==> src/rtl/tybec_stream_run_ctrl_if.sv <==
`default_nettype none
// ============================================================================
// Module      : tybec_stream_run_ctrl_if
// Description : Handshake bundle for tybec_stream_run_ctrl. Groups the run
//               control (ap_*), the per-channel input streams (s_*), the
//               kernel-facing join/backpressure pair (k_*) and the output
//               stream flags (m_*).
//   slave  : the run controller's view
//   master : the view of whatever drives the controller (shell + kernel)
// Revision    : 1.0 - initial release
// ============================================================================
interface tybec_stream_run_ctrl_if #(
  parameter int C_DATA_WIDTH   = 32,
  parameter int C_NUM_CHANNELS = 2,
  parameter int C_LEN_WIDTH    = 32
);
  // run control
  logic                                   ap_start;
  logic [C_LEN_WIDTH-1:0]                 ap_len;
  logic                                   ap_busy;
  logic                                   ap_done;
  // input streams, channel i at bits [i*C_DATA_WIDTH +: C_DATA_WIDTH]
  logic [C_NUM_CHANNELS-1:0]              s_tvalid;
  logic [C_NUM_CHANNELS*C_DATA_WIDTH-1:0] s_tdata;
  logic [C_NUM_CHANNELS-1:0]              s_tready;
  // kernel side
  logic                                   k_ivalid;
  logic [C_NUM_CHANNELS*C_DATA_WIDTH-1:0] k_idata;
  logic                                   k_iready;
  logic                                   k_ovalid;
  logic                                   k_oready;
  // output stream flags (data bypasses the controller)
  logic                                   m_tvalid;
  logic                                   m_tlast;
  logic                                   m_tready;

  modport slave (
    input  ap_start, ap_len, s_tvalid, s_tdata, k_iready, k_ovalid, m_tready,
    output ap_busy, ap_done, s_tready, k_ivalid, k_idata, k_oready, m_tvalid, m_tlast
  );

  modport master (
    output ap_start, ap_len, s_tvalid, s_tdata, k_iready, k_ovalid, m_tready,
    input  ap_busy, ap_done, s_tready, k_ivalid, k_idata, k_oready, m_tvalid, m_tlast
  );
endinterface
`default_nettype wire

==> src/rtl/tybec_stream_run_ctrl.sv <==
`default_nettype none
// ============================================================================
// Module      : tybec_stream_run_ctrl
// Description : Run controller between an AXI-stream shell and a TyBEC kernel
//               pipeline. Each input channel feeds a 2-deep FIFO; the FIFO
//               heads are joined into one ivalid/iready handshake. A run is
//               bounded to ap_len items; the last output beat is flagged with
//               m_tlast and ap_done pulses once every output has left.
// Ports       : aclk, areset_n     clock, asynchronous active-low reset
//               bus (slave)        ap_* run control, s_* input streams,
//                                  k_* kernel handshake, m_* output flags
// Revision    : 1.0 - initial release
// ============================================================================
module tybec_stream_run_ctrl #(
  parameter int C_DATA_WIDTH   = 32,
  parameter int C_NUM_CHANNELS = 2,
  parameter int C_LEN_WIDTH    = 32
) (
  input  wire logic                 aclk,
  input  wire logic                 areset_n,
  tybec_stream_run_ctrl_if.slave    bus
);

  localparam logic [C_LEN_WIDTH-1:0] C_ONE = C_LEN_WIDTH'(1);

  typedef enum logic [1:0] {
    S_IDLE  = 2'd0,
    S_RUN   = 2'd1,
    S_DRAIN = 2'd2,
    S_DONE  = 2'd3
  } state_t;

  state_t                  r_state;
  logic [C_LEN_WIDTH-1:0]  r_len_q;
  logic [C_LEN_WIDTH-1:0]  r_issue_cnt;
  logic [C_LEN_WIDTH-1:0]  r_out_cnt;
  logic                    r_busy;
  logic                    r_done;

  logic                    w_run;
  logic                    w_active;
  logic                    w_start;
  logic                    w_k_ivalid;
  logic                    w_issue;
  logic                    w_issue_last;
  logic                    w_m_tvalid;
  logic                    w_out;
  logic                    w_out_last;
  logic [C_LEN_WIDTH-1:0]  w_len_m1;
  logic [C_NUM_CHANNELS-1:0] w_nonempty;
  logic [C_NUM_CHANNELS-1:0] w_ready;
  logic [C_NUM_CHANNELS*C_DATA_WIDTH-1:0] w_k_idata;

  assign w_run    = (r_state == S_RUN);
  assign w_active = (r_state == S_RUN) | (r_state == S_DRAIN);
  // Counters and FIFOs are cleared only when a non-empty run actually begins.
  assign w_start  = (r_state == S_IDLE) & bus.ap_start & (bus.ap_len != '0);
  assign w_len_m1 = r_len_q - C_ONE;

  // Join: the kernel sees a valid item only when every channel has a head.
  assign w_k_ivalid   = w_run & (&w_nonempty);
  assign w_issue      = w_k_ivalid & bus.k_iready;
  assign w_issue_last = w_issue & (r_issue_cnt == w_len_m1);

  // Output side is a pure gate on the kernel handshake; the sink's ready
  // never reaches the input side.
  assign w_m_tvalid = bus.k_ovalid & w_active;
  assign w_out      = w_m_tvalid & bus.m_tready;
  assign w_out_last = w_out & (r_out_cnt == w_len_m1);

  assign bus.ap_busy  = r_busy;
  assign bus.ap_done  = r_done;
  assign bus.s_tready = w_ready;
  assign bus.k_ivalid = w_k_ivalid;
  assign bus.k_idata  = w_k_idata;
  assign bus.k_oready = bus.m_tready & w_active;
  assign bus.m_tvalid = w_m_tvalid;
  assign bus.m_tlast  = w_m_tvalid & (r_out_cnt == w_len_m1);

  // --------------------------------------------------------------------------
  // Run FSM. ap_busy/ap_done are registered alongside the state so they track
  // it exactly (busy in RUN/DRAIN, done in DONE).
  // --------------------------------------------------------------------------
  always_ff @(posedge aclk or negedge areset_n) begin
    if (!areset_n) begin
      r_state     <= S_IDLE;
      r_len_q     <= '0;
      r_issue_cnt <= '0;
      r_out_cnt   <= '0;
      r_busy      <= 1'b0;
      r_done      <= 1'b0;
    end else begin
      case (r_state)
        S_IDLE: begin
          if (bus.ap_start) begin
            if (bus.ap_len == '0) begin
              r_state <= S_DONE;
              r_done  <= 1'b1;
            end else begin
              r_state     <= S_RUN;
              r_busy      <= 1'b1;
              r_len_q     <= bus.ap_len;
              r_issue_cnt <= '0;
              r_out_cnt   <= '0;
            end
          end
        end
        S_RUN: begin
          if (w_issue) r_issue_cnt <= r_issue_cnt + C_ONE;
          if (w_out)   r_out_cnt   <= r_out_cnt + C_ONE;
          if (w_issue_last) begin
            // The last output can leave in the same cycle as the last issue
            // only for a zero-latency kernel; skip DRAIN in that case.
            if (w_out_last) begin
              r_state <= S_DONE;
              r_busy  <= 1'b0;
              r_done  <= 1'b1;
            end else begin
              r_state <= S_DRAIN;
            end
          end
        end
        S_DRAIN: begin
          if (w_out) r_out_cnt <= r_out_cnt + C_ONE;
          if (w_out_last) begin
            r_state <= S_DONE;
            r_busy  <= 1'b0;
            r_done  <= 1'b1;
          end
        end
        S_DONE: begin
          r_state <= S_IDLE;
          r_done  <= 1'b0;
        end
        default: begin
          r_state <= S_IDLE;
          r_busy  <= 1'b0;
          r_done  <= 1'b0;
        end
      endcase
    end
  end

  // --------------------------------------------------------------------------
  // Per-channel 2-deep FIFO and accepted-beat counter. Ready needs a free slot,
  // so a push never meets a full FIFO; a pop always comes from a non-empty one.
  // --------------------------------------------------------------------------
  for (genvar gi = 0; gi < C_NUM_CHANNELS; gi++) begin : g_chan
    logic [C_DATA_WIDTH-1:0] r_mem0;
    logic [C_DATA_WIDTH-1:0] r_mem1;
    logic                    r_wr_ptr;
    logic                    r_rd_ptr;
    logic [1:0]              r_count;
    logic [C_LEN_WIDTH-1:0]  r_acc_cnt;
    logic                    w_push;

    assign w_ready[gi]    = w_run & (r_count != 2'd2) & (r_acc_cnt < r_len_q);
    assign w_push         = bus.s_tvalid[gi] & w_ready[gi];
    assign w_nonempty[gi] = (r_count != 2'd0);
    assign w_k_idata[gi*C_DATA_WIDTH +: C_DATA_WIDTH] = r_rd_ptr ? r_mem1 : r_mem0;

    always_ff @(posedge aclk or negedge areset_n) begin
      if (!areset_n) begin
        r_mem0    <= '0;
        r_mem1    <= '0;
        r_wr_ptr  <= 1'b0;
        r_rd_ptr  <= 1'b0;
        r_count   <= 2'd0;
        r_acc_cnt <= '0;
      end else if (w_start) begin
        r_wr_ptr  <= 1'b0;
        r_rd_ptr  <= 1'b0;
        r_count   <= 2'd0;
        r_acc_cnt <= '0;
      end else begin
        if (w_push) begin
          if (r_wr_ptr) r_mem1 <= bus.s_tdata[gi*C_DATA_WIDTH +: C_DATA_WIDTH];
          else          r_mem0 <= bus.s_tdata[gi*C_DATA_WIDTH +: C_DATA_WIDTH];
          r_wr_ptr  <= ~r_wr_ptr;
          r_acc_cnt <= r_acc_cnt + C_ONE;
        end
        if (w_issue) r_rd_ptr <= ~r_rd_ptr;
        case ({w_push, w_issue})
          2'b10:   r_count <= r_count + 2'd1;
          2'b01:   r_count <= r_count - 2'd1;
          default: r_count <= r_count;
        endcase
      end
    end
  end

endmodule
`default_nettype wire
==> src/flat_wrapper.sv <==
// flat-port wrapper written by rule: the top's interface ports become plain ports
module tybec_stream_run_ctrl_flat 
#(
  parameter int C_DATA_WIDTH   = 32,
  parameter int C_NUM_CHANNELS = 2,
  parameter int C_LEN_WIDTH    = 32
)
  (aclk, areset_n, bus_ap_start, bus_ap_len, bus_s_tvalid, bus_s_tdata, bus_k_iready, bus_k_ovalid, bus_m_tready, bus_ap_busy, bus_ap_done, bus_s_tready, bus_k_ivalid, bus_k_idata, bus_k_oready, bus_m_tvalid, bus_m_tlast);
  tybec_stream_run_ctrl_if #(.C_DATA_WIDTH(C_DATA_WIDTH), .C_NUM_CHANNELS(C_NUM_CHANNELS), .C_LEN_WIDTH(C_LEN_WIDTH)) bus_i ();
  input  wire logic aclk;
  input  wire logic areset_n;
  input wire logic [$bits(bus_i.ap_start)-1:0] bus_ap_start;
  input wire logic [$bits(bus_i.ap_len)-1:0] bus_ap_len;
  input wire logic [$bits(bus_i.s_tvalid)-1:0] bus_s_tvalid;
  input wire logic [$bits(bus_i.s_tdata)-1:0] bus_s_tdata;
  input wire logic [$bits(bus_i.k_iready)-1:0] bus_k_iready;
  input wire logic [$bits(bus_i.k_ovalid)-1:0] bus_k_ovalid;
  input wire logic [$bits(bus_i.m_tready)-1:0] bus_m_tready;
  output wire logic [$bits(bus_i.ap_busy)-1:0] bus_ap_busy;
  output wire logic [$bits(bus_i.ap_done)-1:0] bus_ap_done;
  output wire logic [$bits(bus_i.s_tready)-1:0] bus_s_tready;
  output wire logic [$bits(bus_i.k_ivalid)-1:0] bus_k_ivalid;
  output wire logic [$bits(bus_i.k_idata)-1:0] bus_k_idata;
  output wire logic [$bits(bus_i.k_oready)-1:0] bus_k_oready;
  output wire logic [$bits(bus_i.m_tvalid)-1:0] bus_m_tvalid;
  output wire logic [$bits(bus_i.m_tlast)-1:0] bus_m_tlast;
  assign bus_i.ap_start = bus_ap_start;
  assign bus_i.ap_len = bus_ap_len;
  assign bus_i.s_tvalid = bus_s_tvalid;
  assign bus_i.s_tdata = bus_s_tdata;
  assign bus_i.k_iready = bus_k_iready;
  assign bus_i.k_ovalid = bus_k_ovalid;
  assign bus_i.m_tready = bus_m_tready;
  assign bus_ap_busy = bus_i.ap_busy;
  assign bus_ap_done = bus_i.ap_done;
  assign bus_s_tready = bus_i.s_tready;
  assign bus_k_ivalid = bus_i.k_ivalid;
  assign bus_k_idata = bus_i.k_idata;
  assign bus_k_oready = bus_i.k_oready;
  assign bus_m_tvalid = bus_i.m_tvalid;
  assign bus_m_tlast = bus_i.m_tlast;
  tybec_stream_run_ctrl #(.C_DATA_WIDTH(C_DATA_WIDTH), .C_NUM_CHANNELS(C_NUM_CHANNELS), .C_LEN_WIDTH(C_LEN_WIDTH)) u_core (.aclk(aclk), .areset_n(areset_n), .bus(bus_i));
endmodule
==> config.mk <==
export PLATFORM = sky130hd
export DESIGN_NAME = tybec_stream_run_ctrl_flat
export DESIGN_NICKNAME = d
export VERILOG_FILES = /design/src/rtl/tybec_stream_run_ctrl_if.sv /design/src/rtl/tybec_stream_run_ctrl.sv /design/src/flat_wrapper.sv
export SDC_FILE = /design/constraint.sdc
export NUM_CORES = 1
export LEC_CHECK = 0
export CORE_MARGIN = 2
export CORE_UTILIZATION = 53
export CTS_CLUSTER_DIAMETER = 150
export DETAILED_ROUTE_END_ITERATION = 8
export PLACE_DENSITY = 0.79
export SETUP_SLACK_MARGIN = 0.02
export SYNTH_ARGS = -nofsm -noshare
export SYNTH_HDL_FRONTEND = slang
export SYNTH_SLANG_ARGS = --single-unit
==> constraint.sdc <==
create_clock -name aclk -period 4.1 [get_ports aclk]
set_input_delay 0.41 -clock aclk [delete_from_list [all_inputs] [get_ports aclk]]
set_output_delay 0.41 -clock aclk [all_outputs]
set_load 0.03 [all_outputs]
==> impl_metrics.tcl, run 1 <==
set metrics [dict create \
    status "finished, final reports clean" \
    synth_cells 1740 \
    p_comb_frac 0.492 \
    critical_path.max_fanout 8 \
    drive_above_1_share 0.1767 \
    rsz0062_at_grt "true" \
    syn_area_per_cell_um2 9.998 \
    yosysMostFrequentCell "dfrtp_1" \
    swShare 0.4072 \
    dieHeight_um 185.2 \
    power_frac_seq 0.304 \
    viasPerCell 5.959 \
    worstPathCellList "buf_4, nor4_4, nand2_1, o31ai_1, nand4_1, a2111oi_1, nand4_1, nor4_2, and4_1, buf_4" \
    tns_ns 0 \
    synth-seq-area-share 0.4315 \
    cp_num_buf_inv 2 \
    startpoint_type "flip-flop" \
    synth_top_area_cell "dfrtp_1" \
    synthTopCellsByCount "300 x dfrtp_1, 185 x mux2_2, 146 x nor2_1" \
    synth-edff-count 0 \
    fin_nets 2106 \
    p_switching_w 0.006111 \
    core_area_mm2 0.03245 \
    start_util 0.5360 \
    cts_tree "done" \
    synth_top_area_share 0.4315 \
    finalMaxSlewViolations 0 \
    slowest_stage "nor4_4" \
    async_reset_ff_frac 1.000 \
    path_clk_slew_ns 0.06 \
    critPathMaxStageDelay_ns 0.48 \
    drt_iter0_drc 1050 \
    hp-class "in -> reg" \
    routed_wl_um 49580 \
    endpoint_kind "output pin" \
    min_period_over_period 0.9975 \
    synth_seq_cells 300 \
    grt.total_usage 0.2952 \
    slew_headroom 0.2495 \
    crit_type "reg -> out" \
    hold_viol_final 0 \
    grt_max_degree 98 \
    power_frac_clock 0.204 \
    worst_pin_slew_ns 1.126 \
    cp.arrival_ns 3.68 \
    nFillCells 2551 \
    route.detailed.drc 0 \
    leakage_nw 9.172 \
    worstPathRequired_ns 3.69 \
    power.total_w 0.01501 \
    grt_first_pass_wirelength_um 79320 \
    syn2layout_area_growth_pct 21.35 \
    gp_congestion 0.9839 \
    cts_max_level 2 \
    syn_area_mm2 0.01740 \
    clockBufferDepth 3 \
    register_area_mm2 0.007507 \
    synth_nets 1918 \
    drv_cap 0 \
    antenna_found_initial 0 \
    avgRoutedWirePerCell_um 20.71 \
    critical-path-top-delay-family "simple AND/OR/NAND/NOR gates" \
    cts_buffers 34 \
    multiInputGateArea_mm2 0.009371 \
    numClockSinks 300 \
    first_global_vias 14883 \
    synth_warnings 0 \
    die_w_um 185.2 \
    power_density_mw_per_mm2 710.9 \
    setup_violations 0 \
    overflow 0 \
    synth_area_leaders "dfrtp_1 43%, mux2_2 12%, ha_1 5.3%, xnor2_1 4.0%, xor2_1 4.0%" \
    place.detailed.hpwl_um 36450 \
    clock_skew_ns 0.009849 \
    ys_types 68 \
    fmax_mhz 244.5 \
    ios 176 \
    num_vias 14265 \
    intPower_w 0.008896 \
    port_buffers 175 \
    std_cell_rows 66 \
    yosys_most_used_dff "dfrtp_1" \
    die_area_mm2 0.03429 \
    fin_crit_ns 4.090 \
    clk_latency_ns 0.53 \
    peakVddDrop_mv 0.6190 \
    firstDrtPassIters 8 \
    clk_root_buffer_cell "clkbuf_16" \
    cts_setup_buffers 0 \
    ant_nets 0 \
    n_antenna_cell 0 \
    utilization 0.6505 \
]
## layout by cell type (no fill, tap or decap), drive strengths merged, types with 5 or more instances in the layout
cell type and instances:
dfrtp 300, mux2 197, clkdlybuf4s50 171, nor2 146
nand2 125, o21ai 91, xnor2 80, xor2 80
ha 74, nand3 69, buf 68, nand4 62
inv 58, a21oi 56, clkbuf 54, nor3 34
nor4 32, and3 30, or3 29, a21o 17
and4 15, and2 14, nand2b 13, nor2b 12
a31oi 10, a31o 8, or4 8, a41o 7
a2111oi 7, clkinv 7, a211oi 6, o21a 5
or2 5, a22oi 5
## final cells by class
class	instances	area share
Clock buffer	53	0.05085
Clock inverter	7	0.003023
Inverter	59	0.01049
Multi-Input combinational cell	1291	0.4439
Sequential cell	300	0.3556
Tap cell	442	0.02620
Timing Repair Buffer	242	0.1099
## sequential cells by signal, summed over array words and instances, names as in the netlist
name / count
u_core.g_chan.r_rd_ptr: 2
u_core.g_chan.r_acc_cnt: 64
u_core.r_len_q: 32
u_core.g_chan.r_wr_ptr: 2
u_core.g_chan.r_mem1: 64
u_core.r_state: 2
u_core.g_chan.r_mem0: 64
u_core.bus.ap_done: 1
u_core.bus.ap_busy: 1
u_core.g_chan.r_count: 4
u_core.r_issue_cnt: 32
u_core.r_out_cnt: 32
## path summary, 6_finish.rpt
| kind | from | end | depth (start not counted) | slack, ns |
|---|---|---|---|---|
| worst min register to register | u_core.g_chan[1].r_mem0[27] | u_core.g_chan[1].r_mem0[27] | 1 | 0.49 |
| min in group asynchronous | areset_n | u_core.bus.ap_busy | 2 | 0.47 |
| worst max register to register | u_core.r_len_q[8] | u_core.bus.ap_done | 10 | 0.26 |
| worst min-delay path | bus_ap_len[27] | u_core.r_len_q[27] | 3 | 0.46 |
| max in group asynchronous | areset_n | u_core.r_out_cnt[22] | 3 | 2.58 |
| worst max-delay path | u_core.r_len_q[3] | bus_m_tlast | 10 | 0.01 |
## stage by stage
| step | cells | instance area, um^2 | worst slack [ns] | hold slack, ns |
|---|---|---|---|---|
| 2_1_floorplan | 1740 | 17400 | 0.2633 | 0.1144 |
| 3_3_place_gp | 2333 | 19920 | 0.2412 | 0.4572 |
| 3_5_place_dp | 2333 | 19920 | 0.2019 | 0.4733 |
| 4_1_cts | 2394 | 21110 | 0.02641 | 0.4471 |
| 5_1_grt | 2394 | 21110 | -0.1331 | 0.4905 |
| 6_report | 2394 | 21110 | 0.01008 | 0.4614 |
## routing by layer
layer / share of wire / track usage / vias up
li1: - / - / 6607
met2: 0.49 / 0.5095 / 507
met3: 0.064 / 0.05604 / 108
met5: 0 / 0 / -
met1: 0.41 / 0.3678 / 7043
met4: 0.034 / 0.1111 / 0
## worst min-delay path, delay by kind of cell
family,cells,cell delay [ns]
compound gates,1,0.06
buf+inv,1,0.42
simple gates,1,0.06
## repair_timing
item                                    4_1_cts  5_1_grt
hold buffers                                  1        0
endpoints found under the setup margin        2        3
hold endpoints to repair                     94        0
resized for setup                            11        5
pin swaps                                     1        0
## cells by family (layout without fill, tap and decap cells)
logic type	Yosys count	count (layout)	share of synthesized area
and+or+nand+nor	610	610	0.1817
xor gates and xnor gates	160	160	0.08055
adders and majority gates	74	74	0.05322
AOI/OAI and AO/OA	247	247	0.08998
muxes	200	200	0.1295
DFF	300	300	0.4315
buffers and inverters	149	361	0.03351
## power groups by stage
| stage | combinational (W) | sequential, W | clock [W] |
|---|---|---|---|
| 2_1_floorplan | 0.00478 | 0.00430 | 0 |
| 3_3_place_gp | 0.00713 | 0.00449 | 0 |
| 3_5_place_dp | 0.00725 | 0.00457 | 0 |
| 4_1_cts | 0.00736 | 0.00454 | 0.00312 |
| 5_1_grt | 0.00788 | 0.00467 | 0.00323 |
| 6_report | 0.00738 | 0.00456 | 0.00307 |
No activity file was read; power rests on OpenSTA's default activity.
==> run 2, diff against run 1 <==
- PLACE_DENSITY: 0.79 -> 0.75
==> impl_metrics.tcl, run 2 (same netlist as run 1, synthesis figures left out) <==
set metrics [dict create \
    grt_max_degree 117 \
    intPower_w 0.009062 \
    clk_latency_ns 0.53 \
    layout_commonest_cell "dfrtp_1" \
    drive_above_1_share 0.1879 \
    peakVddDrop_mv 0.6486 \
    leakage_nw 9.235 \
    tns_ns 0 \
    overflow 0 \
    hold_viol_final 27 \
    cts_tree "done" \
    hold_slack_ns -0.08029 \
    syn2layout_area_growth_pct 22.37 \
    firstDrtPassIters 7 \
    violations "hold timing" \
    stdcell_area_mm2 0.02129 \
    rsz0062_at_grt "false" \
    route.detailed.drc 0 \
    worstPathRequired_ns 3.69 \
    ff2ff_setup_slack_ns 0.16 \
    status "complete, but fails checks" \
    numClockSinks 300 \
    fin_crit_ns 3.964 \
    cp.arrival_ns 3.55 \
    critPathMaxStageDelay_ns 0.63 \
    power_density_mw_per_mm2 712.0 \
    power_frac_clock 0.211 \
    start_util 0.5360 \
    slowest_stage "or4_4" \
    worst_pin_slew_ns 1.115 \
    grt.total_usage 0.2884 \
    core_area_mm2 0.03245 \
    swShare 0.4021 \
    nFillCells 2532 \
    n_antenna_cell 0 \
    p_switching_w 0.006096 \
    register_area_mm2 0.007512 \
    die_w_um 185.2 \
    setup_violations 0 \
    first_global_vias 14488 \
    cts_buffers 35 \
    grt_first_pass_wirelength_um 77310 \
    dieHeight_um 185.2 \
    worstPathCellList "or4_4, nor4_2, buf_4, nand4_1, xnor2_1, o2111ai_1, nor4_1, buf_4, and4_1, buf_4" \
    power_frac_seq 0.302 \
    antenna_found_initial 0 \
    endpoint_kind "output pin" \
    ios 176 \
    viasPerCell 5.918 \
    slew_headroom 0.2569 \
    largestRegisters "u_core.g_chan.r_acc_cnt x64, u_core.g_chan.r_mem0 x64, u_core.g_chan.r_mem1 x64" \
    clock_skew_ns 0.01277 \
    port_buffers 175 \
    hp-class "in -> async" \
    final_cell_mix "296 x dfrtp_1, 185 x mux2_2, 171 x clkdlybuf4s50_1" \
    min_period_over_period 0.9668 \
    clk_root_buffer_cell "clkbuf_16" \
    hold_buffers 0 \
    std_cell_rows 66 \
    clockBufferDepth 3 \
    die_area_mm2 0.03429 \
    avgRoutedWirePerCell_um 20.18 \
    crit_top_cell "buf_4" \
    fin_nets 2117 \
    crit_type "reg -> out" \
    ant_nets 0 \
    fmax_mhz 252.3 \
    routed_wl_um 48560 \
    critical_path.max_fanout 6 \
    finalMaxSlewViolations 0 \
    gp_congestion 0.9499 \
    path_clk_slew_ns 0.06 \
    cts_max_level 2 \
    drv_cap 0 \
    num_vias 14239 \
    place.detailed.hpwl_um 36020 \
    place_area_mm2 0.01999 \
    p_comb_frac 0.486 \
    multiInputGateArea_mm2 0.009418 \
    drt_iter0_drc 912 \
    startpoint_type "flip-flop" \
]
run 2: path summary, 6_finish.rpt:
check | from | to | cells past startpoint
min in group aclk | bus_ap_len[0] | u_core.r_len_q[0] | 3
worst max register to register | u_core.r_len_q[3] | u_core.bus.ap_done | 11
worst min-delay path | areset_n | u_core.r_out_cnt[2] | 1
worst max-delay path | u_core.r_len_q[3] | bus_m_tlast | 10
max in group asynchronous | areset_n | u_core.g_chan[1].r_mem1[12] | 2
worst min register to register | u_core.g_chan[1].r_mem0[26] | u_core.g_chan[1].r_mem0[26] | 1
run 2: final cells by class:
cell class / count / share of cell area
clock inverters: 12 / 0.008758
multi-input cells: 1291 / 0.4424
flip-flops and latches: 300 / 0.3529
clock buffers: 50 / 0.04661
well taps: 442 / 0.02598
inverters: 59 / 0.01040
repair buffers: 252 / 0.1130
run 2: what timing repair did:
action	in CTS	in global routing
setup endpoints to repair	3	2
pin swaps	2	7
gates resized for setup	10	21
setup buffers	0	4
run 2: stage by stage:
stage	std cells	worst slack (ns)	util	power [W]	hold WS, ns
floorplan	1740	0.2633	-	0.009082	0.1144
global placement	2340	0.2415	0.6158	0.01164	0.4617
detailed placement	2340	0.1293	0.6158	0.01180	0.4707
CTS	2402	0.02463	0.6527	0.01510	0.009936
global route	2406	0.01340	0.6559	0.01596	0.02266
finish	2406	0.1359	0.6559	0.01516	-0.08029
run 2: worst max-delay path: cells and delay by family (launching register included):
family / cells / cell delay [ns]
compound gates: 1 / 0.18
xor+xnor: 1 / 0.36
buf+inv: 3 / 0.52
flops: 1 / 0.47
simple gates: 5 / 1.51
run 2: power groups by stage:
stage	Clock, W	Sequential [W]	Combinational (W)
after CTS	0.00325	0.00455	0.00730
after global placement	0	0.00452	0.00713
after global routing	0.00339	0.00470	0.00788
after detailed placement	0	0.00459	0.00721
final	0.00320	0.00458	0.00737
after floorplan	0	0.00430	0.00478
run 2: routing by layer:
metal  GRT usage  routed length [um]  vias to the layer above
met3     0.05682                3033                      108
met1      0.3673               20330                     7049
li1            -                   -                     6615
met2      0.4884               23600                      467
met4      0.1044                1595                        0
met5           0                   0                        -
